## src/rtl/alu_div_pkg.sv

```systemverilog
// Shared types and constants for the sequential RV32M divider.
// Contents: div_op_e (op encoding), div_state_e (FSM states),
// DIV_BY_ZERO_Q and INT_MIN special-result constants.
package alu_div_pkg;

  typedef enum logic [1:0] {
    OpDiv  = 2'b00,
    OpDivu = 2'b01,
    OpRem  = 2'b10,
    OpRemu = 2'b11
  } div_op_e;

  typedef enum logic [1:0] {
    StIdle = 2'b00,
    StCalc = 2'b01,
    StFin  = 2'b10
  } div_state_e;

  localparam logic [31:0] DIV_BY_ZERO_Q = 32'hFFFF_FFFF;
  localparam logic [31:0] INT_MIN       = 32'h8000_0000;

endpackage

```

## src/rtl/div_step.sv

```systemverilog
// One restoring-division iteration: shift {rem,quo} left by one, trial-subtract the
// divisor from the shifted remainder at XLEN+1 bits, and keep or restore.
// Ports:
//   rem, quo      current partial remainder / quotient
//   divisor_mag   divisor magnitude
//   rem_next      remainder after this iteration
//   quo_next      quotient after this iteration (new bit shifted in at LSB)
module div_step #(
  parameter int unsigned XLEN = 32
) (
  input  logic [XLEN-1:0] rem,
  input  logic [XLEN-1:0] quo,
  input  logic [XLEN-1:0] divisor_mag,
  output logic [XLEN-1:0] rem_next,
  output logic [XLEN-1:0] quo_next
);

  logic [XLEN:0] rem_sh;
  logic [XLEN:0] trial;
  logic          borrow;

  assign rem_sh = {rem, quo[XLEN-1]};

  // Subtract via the adder in subtract mode: a + ~b + 1, widened by one bit so the
  // MSB of the result is the borrow.
  assign trial  = rem_sh + {1'b1, ~divisor_mag} + {{XLEN{1'b0}}, 1'b1};
  assign borrow = trial[XLEN];

  // On borrow the shifted remainder is below the divisor, so its MSB is zero and
  // dropping it is lossless.
  assign rem_next = borrow ? rem_sh[XLEN-1:0] : trial[XLEN-1:0];
  assign quo_next = {quo[XLEN-2:0], ~borrow};

endmodule

```

## src/rtl/alu_div_seq.sv

```systemverilog
// Iterative radix-2 restoring divider for RV32M DIV/DIVU/REM/REMU.
// Ports:
//   clk, rst        rising-edge clock, asynchronous active-high reset
//   start           request pulse, accepted only when idle
//   op              00=DIV 01=DIVU 10=REM 11=REMU, captured with start
//   dividend        rs1, captured with start
//   divisor         rs2, captured with start
//   busy            high from the cycle after an accepted start through done
//   done            one-cycle pulse, result valid in this cycle
//   result          quotient or remainder, held until overwritten by the next op
module alu_div_seq
  import alu_div_pkg::*;
#(
  parameter int unsigned XLEN  = 32,
  parameter int unsigned CNT_W = 6
) (
  input  logic            clk,
  input  logic            rst,
  input  logic            start,
  input  logic [1:0]      op,
  input  logic [XLEN-1:0] dividend,
  input  logic [XLEN-1:0] divisor,
  output logic            busy,
  output logic            done,
  output logic [XLEN-1:0] result
);

  div_state_e       state_q;
  div_op_e          op_q;
  logic [XLEN-1:0]  rem_q;
  logic [XLEN-1:0]  quo_q;
  logic [XLEN-1:0]  dvs_q;
  logic [CNT_W-1:0] cnt_q;
  logic             q_neg_q;
  logic             r_neg_q;
  logic             busy_q;
  logic             done_q;
  logic [XLEN-1:0]  result_q;

  // Operand conditioning for the start cycle.
  div_op_e         op_in;
  logic            is_signed;
  logic            a_neg;
  logic            b_neg;
  logic [XLEN-1:0] a_mag;
  logic [XLEN-1:0] b_mag;
  logic            div_zero;
  logic            ovf;

  always_comb begin
    op_in     = div_op_e'(op);
    is_signed = (op_in == OpDiv) || (op_in == OpRem);
    a_neg     = is_signed & dividend[XLEN-1];
    b_neg     = is_signed & divisor[XLEN-1];
    // |INT_MIN| wraps back to INT_MIN, which is the correct unsigned magnitude.
    a_mag     = a_neg ? (~dividend + XLEN'(1)) : dividend;
    b_mag     = b_neg ? (~divisor + XLEN'(1)) : divisor;
    div_zero  = (divisor == '0);
    ovf       = is_signed && (dividend == INT_MIN) && (divisor == '1);
  end

  logic [XLEN-1:0] rem_next;
  logic [XLEN-1:0] quo_next;

  div_step #(
    .XLEN (XLEN)
  ) u_div_step (
    .rem         (rem_q),
    .quo         (quo_q),
    .divisor_mag (dvs_q),
    .rem_next    (rem_next),
    .quo_next    (quo_next)
  );

  // Sign correction and op select for the finishing cycle.
  logic [XLEN-1:0] quo_fix;
  logic [XLEN-1:0] rem_fix;
  logic [XLEN-1:0] fin_res;

  always_comb begin
    quo_fix = q_neg_q ? (~quo_q + XLEN'(1)) : quo_q;
    rem_fix = r_neg_q ? (~rem_q + XLEN'(1)) : rem_q;
    fin_res = quo_fix;
    unique case (op_q)
      OpDiv, OpDivu: fin_res = quo_fix;
      OpRem, OpRemu: fin_res = rem_fix;
      default:       fin_res = quo_fix;
    endcase
  end

  // busy and done are registered and trail the state by one cycle, so the done
  // cycle still reads as busy and a start there is ignored.
  always_ff @(posedge clk or posedge rst) begin
    if (rst) begin
      state_q  <= StIdle;
      op_q     <= OpDiv;
      rem_q    <= '0;
      quo_q    <= '0;
      dvs_q    <= '0;
      cnt_q    <= '0;
      q_neg_q  <= 1'b0;
      r_neg_q  <= 1'b0;
      busy_q   <= 1'b0;
      done_q   <= 1'b0;
      result_q <= '0;
    end else begin
      done_q <= 1'b0;
      unique case (state_q)
        StIdle: begin
          if (busy_q) begin
            busy_q <= 1'b0;
          end else if (start) begin
            busy_q  <= 1'b1;
            op_q    <= op_in;
            cnt_q   <= '0;
            dvs_q   <= b_mag;
            q_neg_q <= 1'b0;
            r_neg_q <= 1'b0;
            if (div_zero) begin
              // Special results ride through StFin with no sign correction.
              quo_q   <= DIV_BY_ZERO_Q;
              rem_q   <= dividend;
              state_q <= StFin;
            end else if (ovf) begin
              quo_q   <= INT_MIN;
              rem_q   <= '0;
              state_q <= StFin;
            end else begin
              quo_q   <= a_mag;
              rem_q   <= '0;
              q_neg_q <= a_neg ^ b_neg;
              r_neg_q <= a_neg;
              state_q <= StCalc;
            end
          end
        end
        StCalc: begin
          rem_q <= rem_next;
          quo_q <= quo_next;
          cnt_q <= cnt_q + CNT_W'(1);
          if (cnt_q == CNT_W'(XLEN - 1)) begin
            state_q <= StFin;
          end
        end
        StFin: begin
          result_q <= fin_res;
          done_q   <= 1'b1;
          state_q  <= StIdle;
        end
        default: state_q <= StIdle;
      endcase
    end
  end

  assign busy   = busy_q;
  assign done   = done_q;
  assign result = result_q;

endmodule

```

## config.mk

```make
export PLATFORM = sky130hd
export DESIGN_NAME = alu_div_seq
export DESIGN_NICKNAME = d
export VERILOG_FILES = /design/src/rtl/alu_div_pkg.sv /design/src/rtl/div_step.sv /design/src/rtl/alu_div_seq.sv
export SDC_FILE = /design/constraint.sdc
export NUM_CORES = 1
export LEC_CHECK = 0
export BUFFER_PORTS_ARGS = -buffer_cell sky130_fd_sc_hd__buf_2
export CORE_MARGIN = 3
export CORE_UTILIZATION = 43
export DETAILED_ROUTE_END_ITERATION = 8
export MAX_ROUTING_LAYER = met4
export PLACE_DENSITY = 0.62
export SYNTH_ARGS = -nofsm -noshare
export SYNTH_HDL_FRONTEND = slang
export SYNTH_SLANG_ARGS = --single-unit
```

## constraint.sdc

```tcl
create_clock -name clk -period 5.25 [get_ports clk]
set_input_delay 1.05 -clock clk [delete_from_list [all_inputs] [get_ports clk]]
set_output_delay 1.05 -clock clk [all_outputs]
set_load 0.005 [all_outputs]
```

Word level (Yosys, flattened, before mapping) --
Index checks and enable logic that the tools add are counted.
Storage, ports and cells: word-level logic and storage cells 84, input bits 69, flip-flop bits (word level) 142, output and inout port bits 34
Operators by class: add/subtract/negate cells 7, reduce and logical (&&, ||, !) cells 13, equality and inequality tests 12, muxes and demuxes 31, bitwise logic cells 10
Operator list (number):
- 32-bit two-way mux | 12
- 32-bit case mux with 2 select lines | 3
- 32-bit NOT | 5
- 32-bit by 1-bit adder with 32-bit output (second input constant) | 4
- 32-bit equality test (second input constant) | 2
- 33-bit by 1-bit adder with 33-bit output (second input constant) | 1
- 33-bit adder | 1
- 32-bit zero test | 1
- 6-bit two-way mux | 2
- 6-bit case mux with 2 select lines | 1
- 2-bit two-way mux | 5
- 3-bit AND reduction | 3
- 2-bit equality test (second input constant) | 4
- 1-bit two-way mux | 7
- 6-bit by 1-bit adder with 6-bit output (second input constant) | 1
- 6-bit by 5-bit equality test with 1-bit output (second input constant) | 1
- 2-bit zero test | 3
- 2-bit inequality test (second input constant) | 3
- 2-bit by 1-bit equality test with 1-bit output (second input constant) | 2
- 2-bit case mux with 2 select lines | 1
- 2-bit OR reduction | 2
- 1-bit bitwise AND | 2
- 1-bit logical AND | 2
- 1-bit NOT | 2
- 3 further kinds | 3

Longest topological paths before layout --
Gate-level depths: netlist of run 1.
word-level depth 9, depth in mapped cells 13, gate-level depth less buffers 12

By module --
Synthesis of run 1 repeated with hierarchy kept, for this count alone.
Unflattened totals: cell total of the unflattened synthesis 1366, area total of the unflattened synthesis 11466.0 µm²
By module, submodules not included:
- alu_div_seq | cells each 1030, sequential area each 3528.4 µm², area each 8874.8 µm², times used 1
- div_step | cells each 336, sequential area each 0.0 µm², area each 2591.2 µm², times used 1

Worst setup path before layout of run 1 --
No wires, ideal clock.
kind input to register, start in divisor[2], end reg dvs_q[27], data required time 5.120 ns, path slack 1.524 ns, data arrival time 3.597 ns, stages on the path 8, buffers on the path 0, library setup time 0.130 ns, path through or3_4 > or4_4 > or4b_4 > or3_4 > or4_4 > o31ai_4 > xor2_1 > o21ai_1
On the way: longest elaborated chain between the ends 3
RTL lines:
- start: declaration | line alu_div_seq.sv:22 | input logic [XLEN-1:0] divisor,
- 32-bit NOT | line alu_div_seq.sv:57 | b_mag = b_neg ? (~divisor + XLEN'(1)) : divisor;
- 32-bit by 1-bit adder with 32-bit output | line alu_div_seq.sv:57
- 32-bit two-way mux | line alu_div_seq.sv:57
- end signal: assignment | line alu_div_seq.sv:116 | dvs_q <= b_mag;
- end: declaration | line alu_div_seq.sv:32 | logic [XLEN-1:0] dvs_q;
Every way passes these cells. A chain may end at the register's enable or synchronous reset.

Worst setup path in the final report of run 1 --
start reg rem_q[9], end reg rem_q[15]
On the way: longest elaborated chain between the ends 4
RTL lines:
- start: declaration | line alu_div_seq.sv:30 | logic [XLEN-1:0] rem_q;
- start signal: assignment | line alu_div_seq.sv:122 | rem_q <= dividend;
- start signal: assignment | line alu_div_seq.sv:138 | rem_q <= rem_next;
- 33-bit adder | line div_step.sv:26 | assign trial = rem_sh + {1'b1, ~divisor_mag} + {{XLEN{1'b0}}, 1'b1};
- 33-bit by 1-bit adder with 33-bit output | line div_step.sv:26
- 32-bit two-way mux | line div_step.sv:31 | assign rem_next = borrow ? rem_sh[XLEN-1:0] : trial[XLEN-1:0];
- 32-bit case mux with 2 select lines | line alu_div_seq.sv:108 | unique case (state_q)
Every way passes these cells.

==> flow_summary.yaml, run 1 <==
cts:
  cts_resized: 0
  clkTransAtPathRegs_ps: 60
  clkLatencyLatePin_ps: 430
  numCtsBuffers: 17
  post-cts-setup-buffers: 0
  cts_root_buf: "clkbuf_16"
  cts-htree-levels: 4
  clkSinkCount: 141
  hold_buffers: 0
  cts_tree: "done"
  clk_path_buf_depth: 2
floorplan:
  placementRows: 56
  io-pin-count: 103
  die_w_microns: 163
  die_area_sq_um: 26500
  start_util: 0.443
  fp.dieH_microns: 163
  coreArea_sq_um: 23800
placed_design:
  dpl_cell_area_sq_um: 11300
  port_buffers: 102
  dpl.hpwl_microns: 22700
  gp_congestion: 0.938
  dpl_worst_slack_ps: 912
pwr:
  power.density_nw_per_um2: 767
  p_leak_nw: 5.01
  ir_worst_vdd_v: 0.000396
detailed_routing:
  drt_iter0_drc: 731
  wirelength_microns: 29300
  drt_pass1_iterations: 5
  via_per_inst: 5.68
  vias: 9773
  wl_per_cell_microns: 17.0
  drc: 0
  ant_nets: 0
synth:
  ys_types: 66
  ys_seq_area_frac: 0.334
  syn_inst: 1334
  synth_edf_count: 0
  syn_area_sq_um: 10600
  synth_nets: 1442
  ys.flop_type: "dfrtp_1"
  yosys_warnings: 0
  async_reset_ff_frac: 1.00
  synth.ff_latch_count: 141
  avgSynthCellArea_sq_um: 7.92
sta:
  worst_pin_slew_ps: 1030
  tns_ps: 0
  timing.final.crit_share: 0.779
  grt_setup_unrepaired: "false"
  relSlewSlack: 0.313
  finalCriticalPeriod_ps: 4090
  setup_ws_ps: 1160
  finClkSkew_ps: 8.74
  setup_viol: 0
  hold_viol_final: 0
  slew_violations: 0
  max_freq_mhz: 244
critical_path:
  crit_chain: "ha_1, nand4_1, or4_1, a31o_1, a2111o_1, a41oi_1, xnor2_2, buf_4, mux2i_1, o21ai_0, o21a_1"
  worstPathRequired_ps: 5560
  max_stage_delay_ps: 520
  critical_path.top_delay_family: "compound AO/OA/AOI/OAI gates"
  critPathBufInv: 1
  worst-path-max-fanout: 39
  crit_path_end_kind: "flip-flop"
  startpoint_type: "flip-flop"
  path_class: "flip-flop to flip-flop"
  slowest_stage: "or4_1"
  worstPathArrival_ps: 4400
finish:
  fin_nets: 1496
  drive_above_1_share: 0.119
  design_area_sq_um: 12000
  layout_common_cells: "o21ai_0 (173), nand2_1 (166), dfrtp_1 (141)"
  areaGrowthSynthToFinish_pct: 13.2
  layout_commonest_cell: "o21ai_0"
grt:
  antenna_found_initial: 1
  grt_pass1_wl_microns: 47800
  grt_overflow: 0
  grt_start_max_net_pins: 105
  grt_usage: 0.230
  grt_pass1_vias: 9100
run_status:
  status: "finished clean"
flow_run:
  max_cap_viol_count: 0
hold_path:
  hold_class: "flip-flop to flip-flop"
## cells by family after synthesis
logic type,count (synthesis),synth area share
AO/OA/AOI/OAI,465,0.263
adder cells (fa/ha/maj),39,0.0469
buffers and inverters,137,0.0493
XOR/XNOR,145,0.120
flip-flops,141,0.334
AND/OR/NAND/NOR,399,0.179
multiplexers,8,0.00758
## path summary, 6_finish.rpt
path                       startpoint         end  slack, ps  cells past startpoint
min in group asynchronous         rst   dvs_q[30]        830                      2
max in group asynchronous         rst   rem_q[11]       3320                      3
min reg2reg                result[21]  result[21]        460                      2
max reg2reg                  rem_q[9]   rem_q[15]       1160                     11
min                        result[21]  result[21]        460                      2
max                          rem_q[9]   rem_q[15]       1160                     11
## flip-flops by register name, summed over array words and instances, names as in the netlist, 2 cells and up
register and count:
dvs_q 32, cnt_q 6, rem_q 32, quo_q 32
result 32, state_q 2
## final cells by class
class	instances	area [sq um]
fill	2371	11900
multi-input combinational	1056	6530
sequential	141	3530
timing repair buffer	116	628
clock buffer	18	439
tap	319	399
clock inverter	13	220
inverter	56	215
antenna	1	2.50
## synthesized netlist by cell type, drive strengths merged (3+ instances only)
library cell,instances,share of area
o31ai,32,0.024
inv,56,0.020
nor4,13,0.0077
o211ai,6,0.0043
nand3,15,0.0071
a221oi,6,0.0050
nand2b,16,0.0095
o31a,3,0.0025
or4,13,0.0099
and4,3,0.0025
o21ai,175,0.083
a31oi,32,0.019
clkbuf,73,0.026
o21bai,3,0.0021
o21a,8,0.0057
xor2,72,0.060
o41ai,20,0.017
a41oi,3,0.0025
buf,8,0.0033
mux2i,8,0.0076
ha,38,0.045
o22ai,17,0.010
xnor2,73,0.061
and2,3,0.0018
nand2,166,0.059
nor2b,8,0.0047
nor2,78,0.028
and3,4,0.0024
nand4,17,0.010
nand3b,3,0.0021
or3,14,0.0092
dfrtp,141,0.33
o221ai,7,0.0058
a21oi,124,0.059
or2,5,0.0030
nor3,35,0.017
a21o,7,0.0050
## per-stage QoR
stage | hold slack [ps] | std cells | utilization | total power, mW
finish | 465 | 1720 | 0.502 | 9.18
global route | 497 | 1720 | 0.502 | 10.1
CTS | 475 | 1719 | 0.502 | 9.17
detailed placement | 461 | 1688 | 0.474 | 7.78
global placement | 453 | 1688 | 0.474 | 7.69
floorplan | 450 | 1334 | - | 6.42
## worst register-to-register path, cell delays in order, from the launching register on
cell and delay (ps):
dfrtp_1 470, ha_1 460, nand4_1 170, or4_1 520, a31o_1 220, a2111o_1 470
a41oi_1 320, xnor2_2 420, buf_4 490, mux2i_1 220, o21ai_0 100, o21a_1 120
## power by group
| part | leakage [nW] | internal (mW) | switching, mW |
|---|---|---|---|
| clock | 0.321 | 0.896 | 0.471 |
| sequential | 1.73 | 1.64 | 0.722 |
| combinational | 2.96 | 2.24 | 3.21 |
## routing by layer
metal | vias up | wire (microns) | track usage
met4 | 0 | 469 | 0.0523
met5 | - | 0 | -
li1 | 4916 | - | -
met1 | 4531 | 14500 | 0.327
met2 | 297 | 12800 | 0.347
met3 | 29 | 1560 | 0.0354
(Power assumes the default switching activity.)
==> run 2, diff against run 1 <==
clock period = 4.1 ns   (was 5.25 ns; I/O delays follow)
==> run 2 against run 1 <==
  * Wire length grew 0.84%
  * Sequential share of layout area is 0.27 points lower
  * Setup slack lost 780 ps
  * Highest routed layer unchanged
  * Die area unchanged
  * Clock power up 21%
  * Critical path type unchanged
  * Cell area increased by 0.91%
  * Core utilization up 0.46 points
  * Final cell count up 1.0%
==> flow_summary.yaml, run 2 (synthesized netlist as in run 1, its figures left out) <==
grt:
  met2_usage: 0.345
  grt_start_max_net_pins: 95
  grt_usage: 0.233
  grt_busiest_layer: "met2"
  grt_overflow: 0
  antenna_found_initial: 0
  grt_pass1_vias: 9112
  use_met3: 0.0310
  grt_pass1_wl_microns: 48400
  met1_usage: 0.335
finish:
  layout_common_cells: "o21ai_0 (173), nand2_1 (166), dfrtp_1 (141)"
  layout_commonest_cell: "o21ai_0"
  num-fill-cells: 2387
  num_antenna_cells: 0
  design_area_sq_um: 12100
  drive_above_1_share: 0.130
  areaGrowthSynthToFinish_pct: 14.3
  fin_nets: 1514
floorplan:
  io-pin-count: 103
  die_w_microns: 163
  start_util: 0.443
  die_area_sq_um: 26500
  fp.dieH_microns: 163
  coreArea_sq_um: 23800
  placementRows: 56
sta:
  finClkSkew_ps: 9.19
  max_freq_mhz: 269
  relSlewSlack: 0.355
  hold_viol_final: 0
  timing.final.crit_share: 0.907
  tns_ps: 0
  grt_setup_unrepaired: "false"
  setup_viol: 0
  finalCriticalPeriod_ps: 3720
  slew_violations: 0
  worst_pin_slew_ps: 968
cts:
  clkTransAtPathRegs_ps: 60
  clk_path_buf_depth: 2
  cts_root_buf: "clkbuf_16"
  clkLatencyLatePin_ps: 430
  cts_resized: 0
  clkSinkCount: 141
  post-cts-setup-buffers: 0
  cts_tree: "done"
  hold_buffers: 0
  numCtsBuffers: 17
  cts-htree-levels: 4
flow_run:
  max_cap_viol_count: 0
pwr:
  p_leak_nw: 5.08
  power_mw: 11.8
  power.density_nw_per_um2: 976
  ir_worst_vdd_v: 0.000593
detailed_routing:
  wirelength_microns: 29500
  drc: 0
  via_per_inst: 5.65
  drt_iter0_drc: 835
  vias: 9812
  wl_per_cell_microns: 17.0
  ant_nets: 0
  drt_pass1_iterations: 5
placed_design:
  dpl_cell_area_sq_um: 11400
  dpl.hpwl_microns: 23000
  port_buffers: 102
  gp_congestion: 0.899
hold_path:
  hold_class: "input port to asynchronous set/reset pin"
critical_path:
  crit_path_end_kind: "flip-flop"
  worstPathRequired_ps: 4410
  startpoint_type: "flip-flop"
  path_class: "flip-flop to flip-flop"
  worst-path-max-fanout: 49
  worstPathArrival_ps: 4030
run_status:
  status: "finished clean"
## run 2: per-stage QoR
step	util	hold slack, ps	setup slack [ps]	cells
finish	0.507	444	382	1738
global route	0.507	481	153	1738
CTS	0.507	455	388	1738
detailed placement	0.481	458	310	1706
global placement	0.481	454	369	1706
floorplan	-	450	604	1334
## run 2: final timing paths
path	from	end	slack, ps	cells after the start
worst max-delay path	rem_q[9]	rem_q[15]	380	11
worst min-delay path	rst	quo_q[19]	440	2
worst max register to register	rem_q[9]	rem_q[15]	380	11
worst min register to register	result[21]	result[21]	470	2
max in group asynchronous	rst	dvs_q[21]	2770	3
min in group clk	result[21]	result[21]	470	2
## run 2: layout make-up
| class | count | area [sq um] | share of cell area |
|---|---|---|---|
| multi-input combinational | 1056 | 6530 | 0.541 |
| inverter | 56 | 214 | 0.0177 |
| sequential | 141 | 3530 | 0.292 |
| clock buffer | 20 | 457 | 0.0378 |
| timing repair buffer | 134 | 776 | 0.0643 |
| tap | 319 | 399 | 0.0331 |
| clock inverter | 12 | 168 | 0.0139 |
## run 2: power by group
part	internal, mW	switching [mW]	leakage [nW]
Clock	1.04	0.617	0.302
Combinational	2.99	4.12	3.05
Sequential	2.10	0.909	1.73
## run 2: metal layers
metal	vias up	share of wire
met5	-	0
li1	4968	-
met3	31	0.050
met2	261	0.44
met4	0	0.019
met1	4552	0.49
## run 2: critical path, stage by stage, from the launching register on
cell and delay (ps):
dfrtp_1 480, ha_1 470, nand4_1 190, or4_1 540
a31o_1 230, a2111o_1 480, a41oi_1 340, xnor2_2 180
buf_12 250, mux2i_1 220, o21ai_0 90, o21a_1 130
==> run 3, diff against run 2 <==
SYNTH_HIERARCHICAL = 1   (was unset)
==> run 3 against run 2 <==
  * Final cell count grew 0.86%
  * Worst hold slack gained 27 ps
  * Clock skew grew 2.2 ps
  * Die area grew 8.2%
  * First-iteration DRC count grew 8.4%
  * Sequential share of layout area shrank 1.3 points
  * Synthesized cell count grew 2.4%
  * Largest cell class unchanged
  * Count of clock-buffer cells in the layout grew 2
  * Total power shrank 28%
  * Register-to-register slack lost 80 ps
==> flow_summary.yaml, run 3 <==
run_status:
  status: "finished clean"
cts:
  cts_resized: 0
  cts_root_buf: "clkbuf_16"
  cts_tree: "done"
  cts-htree-levels: 4
  clkTransAtPathRegs_ps: 60
  post-cts-setup-buffers: 0
  numCtsBuffers: 17
  clkLatencyLatePin_ps: 430
  clk_path_buf_depth: 2
  clkSinkCount: 141
  hold_buffers: 0
critical_path:
  path_class: "flip-flop to flip-flop"
  crit_path_end_kind: "flip-flop"
  crit_end: "rem_q[5]"
  worstPathRequired_ps: 4420
  rrSetupSlack_ps: 300
  rr_endpoint: "rem_q[5]"
  startpoint_type: "flip-flop"
  worst_r2r_path_depth: 15
  worst-path-max-fanout: 24
  worstPathArrival_ps: 4120
  r2r-start: "quo_q[31]"
  crit_start: "quo_q[31]"
synth:
  async_reset_ff_frac: 1.00
  ys.flop_type: "dfrtp_1"
  netlist_top_cells_count: "nand2_1 (142), dfrtp_1 (141), nor2_1 (124), o21ai_0 (106), xor2_1 (73)"
  avgSynthCellArea_sq_um: 8.39
  synth_nets: 1474
  ys_types: 91
  syn_inst: 1366
  syn_area_sq_um: 11500
  synth_edf_count: 0
  synth_top_area_frac: 0.308
  ys_seq_area_frac: 0.308
  synth.ff_latch_count: 141
  yosys_warnings: 6
  yosys.area.top_type: "dfrtp_1"
  synth.most_common_cell: "nand2_1"
  synthTopCellsByArea: "dfrtp_1 (31%), xor2_1 (5.6%), xnor2_1 (5.4%)"
sta:
  tns_ps: 0
  setup_viol: 0
  slew_violations: 0
  timing.final.crit_share: 0.927
  finalCriticalPeriod_ps: 3800
  hold_viol_final: 0
  relSlewSlack: 0.222
  max_freq_mhz: 263
  worst_pin_slew_ps: 1170
  finClkSkew_ps: 11.4
  grt_setup_unrepaired: "false"
placed_design:
  dpl_cell_area_sq_um: 12000
  dpl.hpwl_microns: 25700
  gp_congestion: 0.904
  port_buffers: 102
floorplan:
  die_w_microns: 169
  fp.dieH_microns: 169
  coreArea_sq_um: 26100
  die_area_sq_um: 28700
  io-pin-count: 103
  start_util: 0.439
  placementRows: 59
grt:
  grt_usage: 0.241
  grt_pass1_vias: 9676
  grt_pass1_wl_microns: 53600
  grt_start_max_net_pins: 69
  grt_overflow: 0
  antenna_found_initial: 2
finish:
  design_area_sq_um: 12600
  post-route-util: 0.483
  fin_nets: 1511
  layout_common_cells: "nand2_1 (141), dfrtp_1 (141), nor2_1 (123)"
  num-fill-cells: 2620
  areaGrowthSynthToFinish_pct: 10.1
  drive_above_1_share: 0.159
detailed_routing:
  drt_pass1_iterations: 5
  wirelength_microns: 33600
  vias: 10100
  via_per_inst: 5.76
  drt_iter0_drc: 905
  ant_nets: 0
  wl_per_cell_microns: 19.1
  drc: 0
hold_path:
  hold_class: "flip-flop to flip-flop"
pwr:
  ir_worst_vdd_v: 0.000411
  power.density_nw_per_um2: 671
  p_leak_nw: 5.29
flow_run:
  max_cap_viol_count: 0
==> run 3: changes by cell type after synthesis, sizes merged, moves of 12 or more <==
cell and delta:
nand2 -23, nand3 +12, nor2 +47, buf +39, o21ai -66, a221oi +35, nor3 -14, a21oi -58
a21o +21, o22ai -14, mux2 +26
==> run 3: worst min path at each step <==
| stage | end | cells after the start | slack, ps | from |
|---|---|---|---|---|
| floorplan | dvs_q[10] | 2 | 450 | dvs_q[10] |
| finish | result[5] | 2 | 470 | result[5] |
| global route | result[3] | 2 | 500 | result[3] |
| CTS | result[7] | 2 | 480 | result[7] |
| detailed placement | result[7] | 2 | 470 | result[7] |
| global placement | result[5] | 2 | 460 | result[5] |
==> run 3: power by group <==
part           internal [mW]  total (mW)  switching (mW)
Combinational           2.23        4.50            2.27
Clock                   1.00        1.61           0.611
Sequential              1.74        2.36           0.613
Total                   4.98        8.47            3.49
==> run 3: final cells by class <==
cell class | count | area [sq um] | share of cell area
sequential | 141 | 3530 | 0.280
timing repair buffer | 130 | 746 | 0.0591
tap | 335 | 419 | 0.0332
antenna | 2 | 5.00 | 0.000397
multi-input combinational | 1055 | 7080 | 0.561
inverter | 58 | 229 | 0.0181
clock inverter | 10 | 138 | 0.0109
clock buffer | 22 | 474 | 0.0376
==> run 3: worst max-delay path, cell delays in order, from the launching register on <==
cell and delay, ps:
dfrtp_1 410, inv_1 60, ha_1 230, fa_1 410, and2b_1 250, o2111ai_2 130, a21oi_2 220, o2111ai_1 240
a211oi_2 340, nor2_4 100, mux2i_4 200, and2_4 180, inv_8 200, mux2_2 370, a221oi_1 280, nor2_1 60
==> run 3: metal layers <==
layer,vias up,track usage,part of all wire
li1,4998,-,-
met1,4783,0.332,0.47
met2,280,0.372,0.45
met3,41,0.0352,0.058
met4,0,0.0697,0.021
met5,-,-,0
==> run 3: logic make-up after synthesis <==
| group | after synthesis | share of synthesized area |
|---|---|---|
| AOI/OAI and AO/OA | 377 | 0.223 |
| xor gates and xnor gates | 144 | 0.110 |
| adders and majority gates | 39 | 0.0432 |
| buffers and inverters | 170 | 0.0758 |
| DFF | 141 | 0.308 |
| muxes | 37 | 0.0424 |
| and+or+nand+nor | 458 | 0.198 |
==> run 3: stage by stage <==
stage          hold slack, ps  setup slack, ps  total power, mW  cells
2_1_floorplan             450              502             6.09   1366
5_1_grt                   496             36.2             9.05   1753
4_1_cts                   479              280             8.45   1751
3_3_place_gp              456              360             6.72   1719
3_5_place_dp              465              305             6.79   1719
6_report                  470              301             8.47   1753
